`src/rtl/risc_result_tracer_pkg.sv`:
```
// Shared types for the result tracer: FSM states and the {pc, res} entry layout.
// Entry occupies 64 bits with pc in [63:32] and res in [31:0].
package risc_result_tracer_pkg;

    localparam int ENT_W = 64;

    typedef enum logic [1:0] {
        IDLE     = 2'd0,
        SEND_PC  = 2'd1,
        SEND_RES = 2'd2
    } state_t;

    typedef struct packed {
        logic [31:0] pc;
        logic [31:0] res;
    } entry_t;

endpackage

```
`src/rtl/risc_result_tracer_if.sv`:
```
// Two-beat 32-bit valid/ready trace stream.
// Beat 0 carries PC, beat 1 (last) carries the result.
interface risc_result_tracer_if;

    logic [31:0] out_data;
    logic        out_valid;
    logic        out_last;
    logic        out_ready;

    modport master (
        output out_data,
        output out_valid,
        output out_last,
        input  out_ready
    );

    modport slave (
        input  out_data,
        input  out_valid,
        input  out_last,
        output out_ready
    );

endinterface

```
`src/rtl/risc_result_tracer_fifo.sv`:
```
// Synchronous 64-bit x DEPTH FIFO with combinational flags from count.
// Caller guarantees no push when full unless a pop happens in the same cycle.
module trace_fifo
    import risc_result_tracer_pkg::*;
#(
    parameter int DEPTH = 8,
    parameter int CNT_W = 4
) (
    input  logic             clk,
    input  logic             rst_n,
    input  logic             push,
    input  logic             pop,
    input  logic [ENT_W-1:0] din,
    output logic [ENT_W-1:0] head,
    output logic [CNT_W-1:0] count,
    output logic             full,
    output logic             empty
);

    localparam int AW = $clog2(DEPTH);

    logic [ENT_W-1:0] mem [DEPTH];
    logic [AW-1:0]    wr_ptr;
    logic [AW-1:0]    rd_ptr;

    assign head  = mem[rd_ptr];
    assign full  = (count == CNT_W'(DEPTH));
    assign empty = (count == '0);

    always_ff @(posedge clk) begin
        if (push) begin
            mem[wr_ptr] <= din;
        end
    end

    always_ff @(posedge clk or negedge rst_n) begin
        if (!rst_n) begin
            wr_ptr <= '0;
            rd_ptr <= '0;
            count  <= '0;
        end else begin
            if (push) begin
                wr_ptr <= wr_ptr + 1'b1;
            end
            if (pop) begin
                rd_ptr <= rd_ptr + 1'b1;
            end
            case ({push, pop})
                2'b10:   count <= count + 1'b1;
                2'b01:   count <= count - 1'b1;
                default: count <= count;
            endcase
        end
    end

endmodule

```
`src/rtl/risc_result_tracer.sv`:
```
// Captures {PC, resOut} whenever the core result changes and streams each
// entry as a PC beat followed by a result beat.
module risc_result_tracer
    import risc_result_tracer_pkg::*;
#(
    parameter int DEPTH  = 8,
    parameter int CNT_W  = 4,
    parameter int DROP_W = 16
) (
    input  logic                  CLK,
    input  logic                  RST,
    input  logic                  en,
    input  logic [31:0]           PC,
    input  logic [31:0]           resOut,
    risc_result_tracer_if.master  stream,
    output logic [CNT_W-1:0]      count,
    output logic                  overflow,
    output logic [DROP_W-1:0]     drop_cnt
);

    state_t      state;
    state_t      state_nxt;
    entry_t      head;
    logic        seen;
    logic [31:0] last_res;
    logic        cap;
    logic        push;
    logic        pop;
    logic        drop;
    logic        full;
    logic        empty;

    assign cap  = en & (~seen | (resOut != last_res));
    assign pop  = (state == SEND_RES) & stream.out_ready;
    // A pop in the same cycle frees the slot the push needs.
    assign push = cap & (~full | pop);
    assign drop = cap & full & ~pop;

    trace_fifo #(
        .DEPTH (DEPTH),
        .CNT_W (CNT_W)
    ) u_fifo (
        .clk   (CLK),
        .rst_n (RST),
        .push  (push),
        .pop   (pop),
        .din   ({PC, resOut}),
        .head  (head),
        .count (count),
        .full  (full),
        .empty (empty)
    );

    always_ff @(posedge CLK or negedge RST) begin
        if (!RST) begin
            state    <= IDLE;
            seen     <= 1'b0;
            last_res <= '0;
            overflow <= 1'b0;
            drop_cnt <= '0;
        end else begin
            state <= state_nxt;
            if (cap) begin
                seen     <= 1'b1;
                last_res <= resOut;
            end
            if (drop) begin
                overflow <= 1'b1;
                if (drop_cnt != '1) begin
                    drop_cnt <= drop_cnt + 1'b1;
                end
            end
        end
    end

    always_comb begin
        state_nxt        = state;
        stream.out_valid = 1'b0;
        stream.out_last  = 1'b0;
        stream.out_data  = '0;
        unique case (state)
            IDLE: begin
                if (!empty) begin
                    state_nxt = SEND_PC;
                end
            end
            SEND_PC: begin
                stream.out_valid = 1'b1;
                stream.out_data  = head.pc;
                if (stream.out_ready) begin
                    state_nxt = SEND_RES;
                end
            end
            SEND_RES: begin
                stream.out_valid = 1'b1;
                stream.out_last  = 1'b1;
                stream.out_data  = head.res;
                if (stream.out_ready) begin
                    state_nxt = (count > CNT_W'(1)) ? SEND_PC : IDLE;
                end
            end
            default: state_nxt = IDLE;
        endcase
    end

endmodule

```
`src/flat_wrapper.sv`:
```
// flat-port wrapper written by rule: the top's interface ports become plain ports
module risc_result_tracer_flat import risc_result_tracer_pkg::*;
#(
    parameter int DEPTH  = 8,
    parameter int CNT_W  = 4,
    parameter int DROP_W = 16
)
  (CLK, RST, en, PC, resOut, count, overflow, drop_cnt, stream_out_data, stream_out_valid, stream_out_last, stream_out_ready);
  risc_result_tracer_if stream_i ();
  input  logic CLK;
  input  logic RST;
  input  logic en;
  input  logic [31:0] PC;
  input  logic [31:0] resOut;
  output logic [CNT_W-1:0] count;
  output logic overflow;
  output logic [DROP_W-1:0] drop_cnt;
  output wire logic [$bits(stream_i.out_data)-1:0] stream_out_data;
  output wire logic [$bits(stream_i.out_valid)-1:0] stream_out_valid;
  output wire logic [$bits(stream_i.out_last)-1:0] stream_out_last;
  input wire logic [$bits(stream_i.out_ready)-1:0] stream_out_ready;
  assign stream_out_data = stream_i.out_data;
  assign stream_out_valid = stream_i.out_valid;
  assign stream_out_last = stream_i.out_last;
  assign stream_i.out_ready = stream_out_ready;
  risc_result_tracer #(.DEPTH(DEPTH), .CNT_W(CNT_W), .DROP_W(DROP_W)) u_core (.CLK(CLK), .RST(RST), .en(en), .PC(PC), .resOut(resOut), .stream(stream_i), .count(count), .overflow(overflow), .drop_cnt(drop_cnt));
endmodule
```
`config.mk`:
```
export PLATFORM = sky130hd
export DESIGN_NAME = risc_result_tracer_flat
export DESIGN_NICKNAME = d
export VERILOG_FILES = /design/src/rtl/risc_result_tracer_pkg.sv /design/src/rtl/risc_result_tracer_if.sv /design/src/rtl/risc_result_tracer_fifo.sv /design/src/rtl/risc_result_tracer.sv /design/src/flat_wrapper.sv
export SDC_FILE = /design/constraint.sdc
export NUM_CORES = 1
export LEC_CHECK = 0
export ABC_AREA = 1
export BUFFER_PORTS_ARGS = -buffer_cell sky130_fd_sc_hd__buf_2
export CAP_MARGIN = 0
export CORE_MARGIN = 2
export CORE_UTILIZATION = 55
export DETAILED_ROUTE_END_ITERATION = 12
export PLACE_DENSITY = 0.85
export SLEW_MARGIN = 20
export SYNTH_ARGS = -nofsm -noshare
export SYNTH_HDL_FRONTEND = slang
export SYNTH_SLANG_ARGS = --single-unit
export TNS_END_PERCENT = 100
```
`constraint.sdc`:
```
create_clock -name CLK -period 9.95 [get_ports CLK]
set_input_delay 2.985 -clock CLK [delete_from_list [all_inputs] [get_ports CLK]]
set_output_delay 2.985 -clock CLK [all_outputs]
set_load 0.03 [all_outputs]
```
# After elaboration in Yosys (flattened, before gate mapping)
# Memories as Yosys holds them, arrays and structs flattened.
# Cells that the tools add are included.
# word_totals
ff_bits	62
ram_bits	512
in_bits	68
wordCells	52
memories	1
# op_classes
n_addsub	5
n_lt_le_gt_ge	1
n_eq_ne	10
n_mux	11
bitwise_logic	10
n_reduce_logical	6
# memory_table
name	depth	width	rd	rd_ports_with_merged_regs	wr	line	rtl
u_core.u_fifo.mem	8	64	1	0	1	risc_result_tracer_fifo.sv:22	logic [ENT_W-1:0] mem [DEPTH];
# op_table
op	count
case mux 32 bit (2 select lines)	1
inequality test 32 bit	1
adder 16 x 1 -> 16 bit, second input constant	1
inequality test 16 bit, second input constant	1
case mux 4 bit (2 select lines)	1
adder 3 x 1 -> 3 bit, second input constant	2
two-way mux 2 bit	3
inequality test 2 bit, second input constant	3
case mux 2 bit (3 select lines)	1
AND 1 bit	5
two-way mux 1 bit	5
adder 4 x 1 -> 4 bit, second input constant	1
equality test 2 x 1 -> 1 bit, second input constant	2
equality test 2 bit, second input constant	2
equality test 4 bit, second input constant	1
greater-than comparator 4 x 1 -> 1 bit, second input constant	1
zero test 4 bit	1
subtractor 4 x 1 -> 4 bit, second input constant	1
NOT 1 bit	3
AND reduction 3 bit	1
zero test 2 bit	1
OR 1 bit	2
AND reduction 2 bit	1
nonzero test 2 bit	1
OR reduction 2 bit	1

# Depth between registers and ports, before layout
# Gate-level depths: netlist (run 1).
# depth
depth_word	6
depth_mapped	15
depth_no_buf	15

# Hierarchy
# A second synthesis (run 1) with hierarchy kept.
# unflattened
hier_cells	2060
area_unflattened_um2	23892.9
# modules_own_cells
mod	n_inst	cells_each	area_per_inst_um2	seq_area_each_um2
trace_fifo	1	1521	20379.5	15625.0
risc_result_tracer	1	539	3513.4	1301.2

# Worst setup path before layout (run 1)
# Ideal clock, no wire load.
# synth_path
path_type	input to register
from	in resOut[3]
to	mem u_core.u_fifo.mem[1][0], enable pin
setup_ns	0.486
t_arrival_ns	6.682
t_required_ns	9.464
path_slack_ns	2.782
cell_stages	11
path_cell_list	inv_1 > o21ai_0 > nor2_1 > nand3_1 > nor2_1 > nand2_1 > nand2_1 > buf_4 > nor2_1 > nand2_1 > nor2_1
# synth_via
elab_chain_len	6
# synth_rtl
element	line	rtl
from (decl)	flat_wrapper.sv:14	input logic [31:0] resOut;
inequality test 32 bit	risc_result_tracer.sv:33	assign cap = en & (~seen | (resOut != last_res));
OR 1 bit	risc_result_tracer.sv:33	
AND 1 bit	risc_result_tracer.sv:33	
AND 1 bit	risc_result_tracer.sv:36	assign push = cap & (~full | pop);
two-way mux 1 bit	risc_result_tracer_fifo.sv:31	if (push) begin
two-way mux 1 bit (implied by the code)	risc_result_tracer_fifo.sv:32	mem[wr_ptr] <= din;
to (decl)	risc_result_tracer_fifo.sv:22	
# No other way between the ends.

# Worst setup path in the final report (run 1)
# layout_path
from	reg u_core.u_fifo.rd_ptr[0]
to	out stream_out_data[28]
# layout_via
elab_chain_len	2
# layout_rtl
element	line	rtl
from (decl)	risc_result_tracer_fifo.sv:24	logic [AW-1:0] rd_ptr;
from (signal assigned)	risc_result_tracer_fifo.sv:46	rd_ptr <= rd_ptr + 1'b1;
memory (8 x 64 bit)	-	
case mux 32 bit (2 select lines)	risc_result_tracer.sv:81	unique case (state)
to (decl)	flat_wrapper.sv:18	output wire logic [$bits(stream_i.out_data)-1:0] stream_out_data;
# No other way between the ends.

==> results of run 1 <==
## layout make-up
class                   count  area, um^2  share of cell area (%)
flip-flops and latches    574       16940                   64.64
multi-input cells         994        5801                   22.14
clock buffers              77        1489                   5.683
repair buffers            142       810.8                   3.095
well taps                 539       674.4                   2.574
clock inverters            22       261.5                  0.9982
inverters                  59       224.0                  0.8549
diodes                      1       2.502                0.009552
## state kept, by name, summed over array words and instances, names as in the netlist
signal	count
u_core.overflow	1
u_core.u_fifo.count	4
u_core.drop_cnt	16
u_core.last_res	32
u_core.u_fifo.mem	512
u_core.state	2
u_core.u_fifo.rd_ptr	3
u_core.u_fifo.wr_ptr	3
u_core.seen	1
## how the worst max path moves through the flow
stage / end / slack (ps) / cells past startpoint
after global placement: u_core.u_fifo.mem[5][5] / 2860 / 12
final: stream_out_data[28] / 2890 / 7
after CTS: stream_out_data[28] / 2950 / 7
after floorplan: u_core.u_fifo.mem[1][0] / 2780 / 11
after global routing: stream_out_data[28] / 2760 / 7
after detailed placement: u_core.u_fifo.mem[2][55] / 2850 / 11
## power by group through the flow
stage	clock network [mW]	logic [mW]	registers, mW
after detailed placement	0	2.20	3.18
after global routing	2.15	2.42	3.17
after global placement	0	2.11	3.17
final	2.05	2.26	3.15
after floorplan	0	1.60	3.11
after CTS	2.07	2.23	3.14
## through the flow
step	setup slack (ps)	utilization (%)	hold slack, ps	instance area (um^2)
floorplan	2782	-	421.9	23390
global placement	2858	58.17	440.7	24400
detailed placement	2849	58.22	453.5	24420
CTS	2953	62.39	476.1	26170
global route	2756	62.45	506.1	26200
finish	2894	62.45	477.5	26200
## logic make-up (layout without fill, tap and decap cells)
logic type      after synthesis  after routing  synth area share [%]
compound gates              363            363                 10.34
xor+xnor                     32             32                 1.198
flops                       574            574                 72.37
buf+inv                     170            300                 3.108
other cells                   0              1                     0
mux                          88             88                 3.766
simple gates                499            499                 8.571
fa+ha+maj                    12             12                0.6420
## per-layer routing
| layer | vias to the layer above | share of wire, % | global-route usage (%) |
|---|---|---|---|
| met3 | 141 | 10 | 5.021 |
| met1 | 7430 | 38 | 33.89 |
| met5 | - | 0.063 | 0 |
| met2 | 928 | 48 | 40.71 |
| li1 | 6635 | - | - |
| met4 | 6 | 3.2 | 10.30 |
## Yosys cell counts, types with 2 or more instances
library cell,n,share of area (%)
o221ai_1,88,3.3
nor3_1,4,0.086
inv_2,2,0.032
dfrtp_1,62,6.6
a21oi_1,35,0.75
o21ai_0,135,2.9
nand3_1,55,1.2
edfxtp_1,512,66
o21ai_2,4,0.15
clkbuf_1,69,1.1
ha_1,12,0.64
o21ai_1,18,0.39
xor2_1,12,0.45
nand4_1,6,0.16
buf_4,10,0.32
mux2i_1,88,3.8
nor2_1,242,3.9
buf_1,4,0.064
o211ai_1,40,1.3
buf_2,26,0.56
inv_1,57,0.91
nand2_1,183,2.9
xnor2_1,20,0.75
o32ai_1,40,1.5
## worst max-delay path: cells and delay by family (launching register included)
family / cells / cell delay, ps
flops: 1 / 760
simple gates: 2 / 350
compound gates: 2 / 580
buf+inv: 3 / 1660
==> results.sh, run 1 <==
export IMPL_status="complete, no violations"
export IMPL_grt_pass1_vias=14920
export IMPL_drv_cap=0
export IMPL_critPathKind="flip-flop to primary output"
export IMPL_rsz0062_at_grt="false"
export IMPL_grt_pass1_wl_um=84700
export IMPL_hold_class="flip-flop to flip-flop"
export IMPL_numCtsBuffers=54
export IMPL_yosysWarnings=0
export IMPL_dp_hpwl_um=30650
export IMPL_final_common_cell="edfxtp_1"
export IMPL_p_leak_nw=9.267
export IMPL_critPathLaunch="u_core.u_fifo.rd_ptr[0]"
export IMPL_hold_buffers=0
export IMPL_start_kind="flip-flop"
export IMPL_hold_viol=0
export IMPL_tightest_slew_ps=1072
export IMPL_cp_end_kind="primary output"
export IMPL_area_delta_synth_final_pct=12.02
export IMPL_ctsResizeCount=0
export IMPL_vias_per_cell=6.287
export IMPL_cts_tree="yes"
export IMPL_pin_count=123
export IMPL_ys_flop_type="edfxtp_1"
export IMPL_seq_area_frac_synth_pct=72.37
export IMPL_initial_core_util_pct=55.76
export IMPL_grt_max_degree=208
export IMPL_p_comb_share_pct=30.3
export IMPL_synth_cell_types=38
export IMPL_wl_per_cell_um=23.16
export IMPL_gp_congestion=0.8686
export IMPL_crit_path_max_incr_delay_ps=760
export IMPL_firstDrtPassIters=5
export IMPL_ir_worst_vdd_mv=0.2482
export IMPL_fp_dieH_um=210.2
export IMPL_syn_nets=1818
export IMPL_finClkSkew_ps=25.10
export IMPL_ant_nets=0
export IMPL_overflow=0
export IMPL_hold_end="u_core.overflow"
export IMPL_fillCellCount=2846
export IMPL_cp_cell_sequence="inv_4 > buf_4 > nor2_1 > o221ai_1 > nand3_1 > a21oi_1 > buf_2"
export IMPL_slew_headroom_pct=28.38
export IMPL_track_usage_pct=25.20
export IMPL_ctsHtreeMaxLevel=2
export IMPL_r2r_cells=10
export IMPL_fp_dieArea_um2=44190
export IMPL_syn_area_um2=23390
export IMPL_cts_reportedPaths_clkPinSlew_ps=60
export IMPL_fin_crit_sh_pct=70.91
export IMPL_fin_nets=1905
export IMPL_p_clk_share_pct=27.5
export IMPL_synth_edf_count=512
export IMPL_cp_max_fo=67
export IMPL_die_w_um=210.2
export IMPL_clock_root_buffer="clkbuf_16"
export IMPL_cts_setup_buffers=0
export IMPL_final_cells=2408
export IMPL_fmax_mhz=141.7
export IMPL_drc=0
export IMPL_crit_arrival_ps=4070
export IMPL_min_delay_path_depth=1
export IMPL_fin_total_pwr_mw=7.456
export IMPL_swShare_pct=35.62
export IMPL_fp_row_count=75
export IMPL_finalSetupTns_ps=0
export IMPL_power_internal_mw=4.800
export IMPL_setup_violations=0
export IMPL_antenna_found_initial=3
export IMPL_p_switching_mw=2.656
export IMPL_ys_seq_elements=574
export IMPL_p_per_area_nw_per_um2=284.6
export IMPL_drv_slew=0
export IMPL_synthArstFlopShare_pct=10.80
export IMPL_dp_cells=2307
export IMPL_timing_rr_end="u_core.u_fifo.mem[3][57]"
export IMPL_drt_iter0_markers=1882
export IMPL_final_cell_mix="512 x edfxtp_1, 234 x nor2_1, 182 x nand2_1"
export IMPL_rrSetupSlack_ps=5420
export IMPL_min_period_ps=7056
export IMPL_cts_sinks=574
export IMPL_core_area_um2=41950
export IMPL_hold_start="u_core.overflow"
export IMPL_clk_path_buf_depth=3
export IMPL_drive_above_1_share_pct=12.96
export IMPL_io_buffers=122
export IMPL_critical_path_required_ps=6970
export IMPL_cpMaxStageDelayCell="dfrtp_4"
export IMPL_crit_reg2reg_launch="u_core.state[0]"
export IMPL_clkLatencyLatePin_ps=610
export IMPL_routed_wirelength_um=55770
export IMPL_via_count=15140
export IMPL_sequentialPowerShare_pct=42.2
export IMPL_synth_cells=1738
export IMPL_syn_avg_cell_area_um2=13.46
Note: power is estimated with default switching activity, not from simulation.
==> run 2, diff against run 1 <==
clock period = 6.9 ns   (was 9.95 ns; I/O delays follow)
==> run 2 against run 1 <==
Against the previous run:
- clock power increased by 38%
- non-clock buffer count increased by 4
- combinational power increased by 47%
- critical endpoint is now stream_out_data[30]
- register-to-register slack got worse by 2700 ps
- via count increased by 1.0%
==> results.sh, run 2 (synthesis results as in run 1) <==
export IMPL_p_per_area_nw_per_um2=406.3
export IMPL_cts_tree="yes"
export IMPL_wl_met2_um=26540
export IMPL_hold_viol=0
export IMPL_crit_family="compound AO/OA/AOI/OAI gates"
export IMPL_fin_crit_sh_pct=86.74
export IMPL_maxUsedRoutingLayer="met5"
export IMPL_fin_util_pct=62.66
export IMPL_dp_hpwl_um=30770
export IMPL_start_kind="flip-flop"
export IMPL_grt_max_degree=192
export IMPL_ir_worst_vdd_mv=0.2558
export IMPL_cp_max_fo=191
export IMPL_wl_per_cell_um=22.85
export IMPL_power_internal_mw=6.847
export IMPL_p_clk_share_pct=26.5
export IMPL_drt_iter0_markers=2072
export IMPL_gp_congestion=0.8420
export IMPL_overflow=0
export IMPL_io_buffers=122
export IMPL_fp_dieArea_um2=44190
export IMPL_routed_wirelength_um=55190
export IMPL_grt_pass1_vias=14860
export IMPL_crit_arrival_ps=3920
export IMPL_numCtsBuffers=53
export IMPL_crit_buf_inv=2
export IMPL_largest_reg_flops=512
export IMPL_critical_path_required_ps=4830
export IMPL_critPathLaunch="u_core.u_fifo.rd_ptr[0]"
export IMPL_initial_core_util_pct=55.76
export IMPL_cpMaxStageDelayCell="dfrtp_4"
export IMPL_vias_per_cell=6.333
export IMPL_antenna_found_initial=6
export IMPL_area_delta_synth_final_pct=12.38
export IMPL_fmax_mhz=167.1
export IMPL_wl_met1_um=21830
export IMPL_min_period_ps=5985
export IMPL_critPathKind="flip-flop to primary output"
export IMPL_drc=0
export IMPL_finalSetupTns_ps=0
export IMPL_finClkSkew_ps=21.16
export IMPL_route_met3_wl_um=5329
export IMPL_final_common_cell="edfxtp_1"
export IMPL_sequentialPowerShare_pct=42.3
export IMPL_drv_cap=0
export IMPL_rsz0062_at_grt="false"
export IMPL_firstDrtPassIters=5
export IMPL_fp_dieH_um=210.2
export IMPL_p_comb_share_pct=31.1
export IMPL_fin_total_pwr_mw=10.68
export IMPL_final_cell_mix="512 x edfxtp_1, 234 x nor2_1, 182 x nand2_1"
export IMPL_slew_headroom_pct=26.44
export IMPL_p_switching_mw=3.831
export IMPL_track_usage_pct=24.77
export IMPL_reg_largest_list="u_core.u_fifo.mem x512, u_core.last_res x32, u_core.drop_cnt x16"
export IMPL_tightest_slew_ps=1103
export IMPL_cts_setup_buffers=0
export IMPL_die_w_um=210.2
export IMPL_clkLatencyLatePin_ps=590
export IMPL_cp_end_kind="primary output"
export IMPL_drv_slew=0
export IMPL_cp_cell_sequence="buf_12 > o21ai_0 > o221ai_1 > o211ai_1 > a21oi_1 > buf_2"
export IMPL_clk_path_buf_depth=3
export IMPL_ctsResizeCount=0
export IMPL_swShare_pct=35.88
export IMPL_drive_above_1_share_pct=13.35
export IMPL_hold_start="u_core.seen"
export IMPL_status="complete, no violations"
export IMPL_cts_sinks=574
export IMPL_hold_buffers=0
export IMPL_hold_class="flip-flop to flip-flop"
export IMPL_regMostFlops="u_core.u_fifo.mem"
export IMPL_fp_row_count=75
export IMPL_core_area_um2=41950
export IMPL_ant_nets=0
export IMPL_ctsHtreeMaxLevel=2
export IMPL_clock_root_buffer="clkbuf_16"
export IMPL_fin_nets=1908
export IMPL_cts_reportedPaths_clkPinSlew_ps=60
export IMPL_grt_pass1_wl_um=84020
export IMPL_crit_reg2reg_launch="u_core.state[0]"
export IMPL_via_count=15290
export IMPL_crit_path_max_incr_delay_ps=1020
export IMPL_setup_violations=0
export IMPL_p_leak_nw=9.296
export IMPL_pin_count=123
[run 2: cell count changes in the layout (fill, tap and decap cells not counted), moves of 3 or more]
cell / previous run / this run
buf_12: 4 / 12
clkbuf_1: 19 / 13
buf_4: 16 / 12
clkinv_2: 6 / 10
bufinv_16: 6 / 3
[run 2: metal layers]
layer | vias up | global-route usage, %
met1 | 7540 | 34.09
met2 | 940 | 40.10
li1 | 6669 | -
met3 | 138 | 4.857
met4 | 6 | 8.315
met5 | - | 0
[run 2: power groups by stage]
| stage | Combinational (mW) | Clock (mW) | Sequential [mW] |
|---|---|---|---|
| floorplan | 2.30 | 0 | 4.49 |
| global placement | 3.12 | 0 | 4.55 |
| detailed placement | 3.24 | 0 | 4.58 |
| CTS | 3.28 | 2.85 | 4.51 |
| global route | 3.55 | 2.98 | 4.56 |
| finish | 3.32 | 2.83 | 4.52 |
[run 2: final timing paths]
| check | endpoint | slack (ps) | depth (start not counted) |
|---|---|---|---|
| worst max-delay path | stream_out_data[30] | 910 | 6 |
| worst min-delay path | u_core.seen | 460 | 2 |
| worst max register to register | u_core.u_fifo.mem[6][44] | 2770 | 10 |
| worst min register to register | u_core.seen | 460 | 2 |
| max in group asynchronous | u_core.u_fifo.rd_ptr[0] | 4610 | 2 |
| min in group asynchronous | u_core.last_res[2] | 1660 | 2 |
[run 2: area by class of cell]
type	count	area (um^2)
antenna	3	7.507
clock buffer	72	1480
clock inverter	28	224.0
fill	2820	15660
inverter	59	224.0
multi-input combinational	994	5797
sequential	574	16940
tap	539	674.4
timing repair buffer	146	940.9
[run 2: worst reg2reg max path, stage by stage, from the launching register on]
cell and delay (ps):
dfrtp_1 430, inv_1 120, ha_1 770, nand2_1 400, inv_1 300, nor2_1 90
inv_1 110, nand2_1 70, or2_1 370, nor2_4 700, buf_12 390
[run 2: metrics by stage]
step	area (um^2)	setup slack (ps)	hold slack, ps	std cells
floorplan	23390	646.9	421.9	1738
global placement	24570	1636	434.0	2312
detailed placement	24570	1636	451.8	2312
CTS	26280	977.1	466.5	2412
global route	26280	689.9	486.7	2412
finish	26280	914.9	462.1	2415
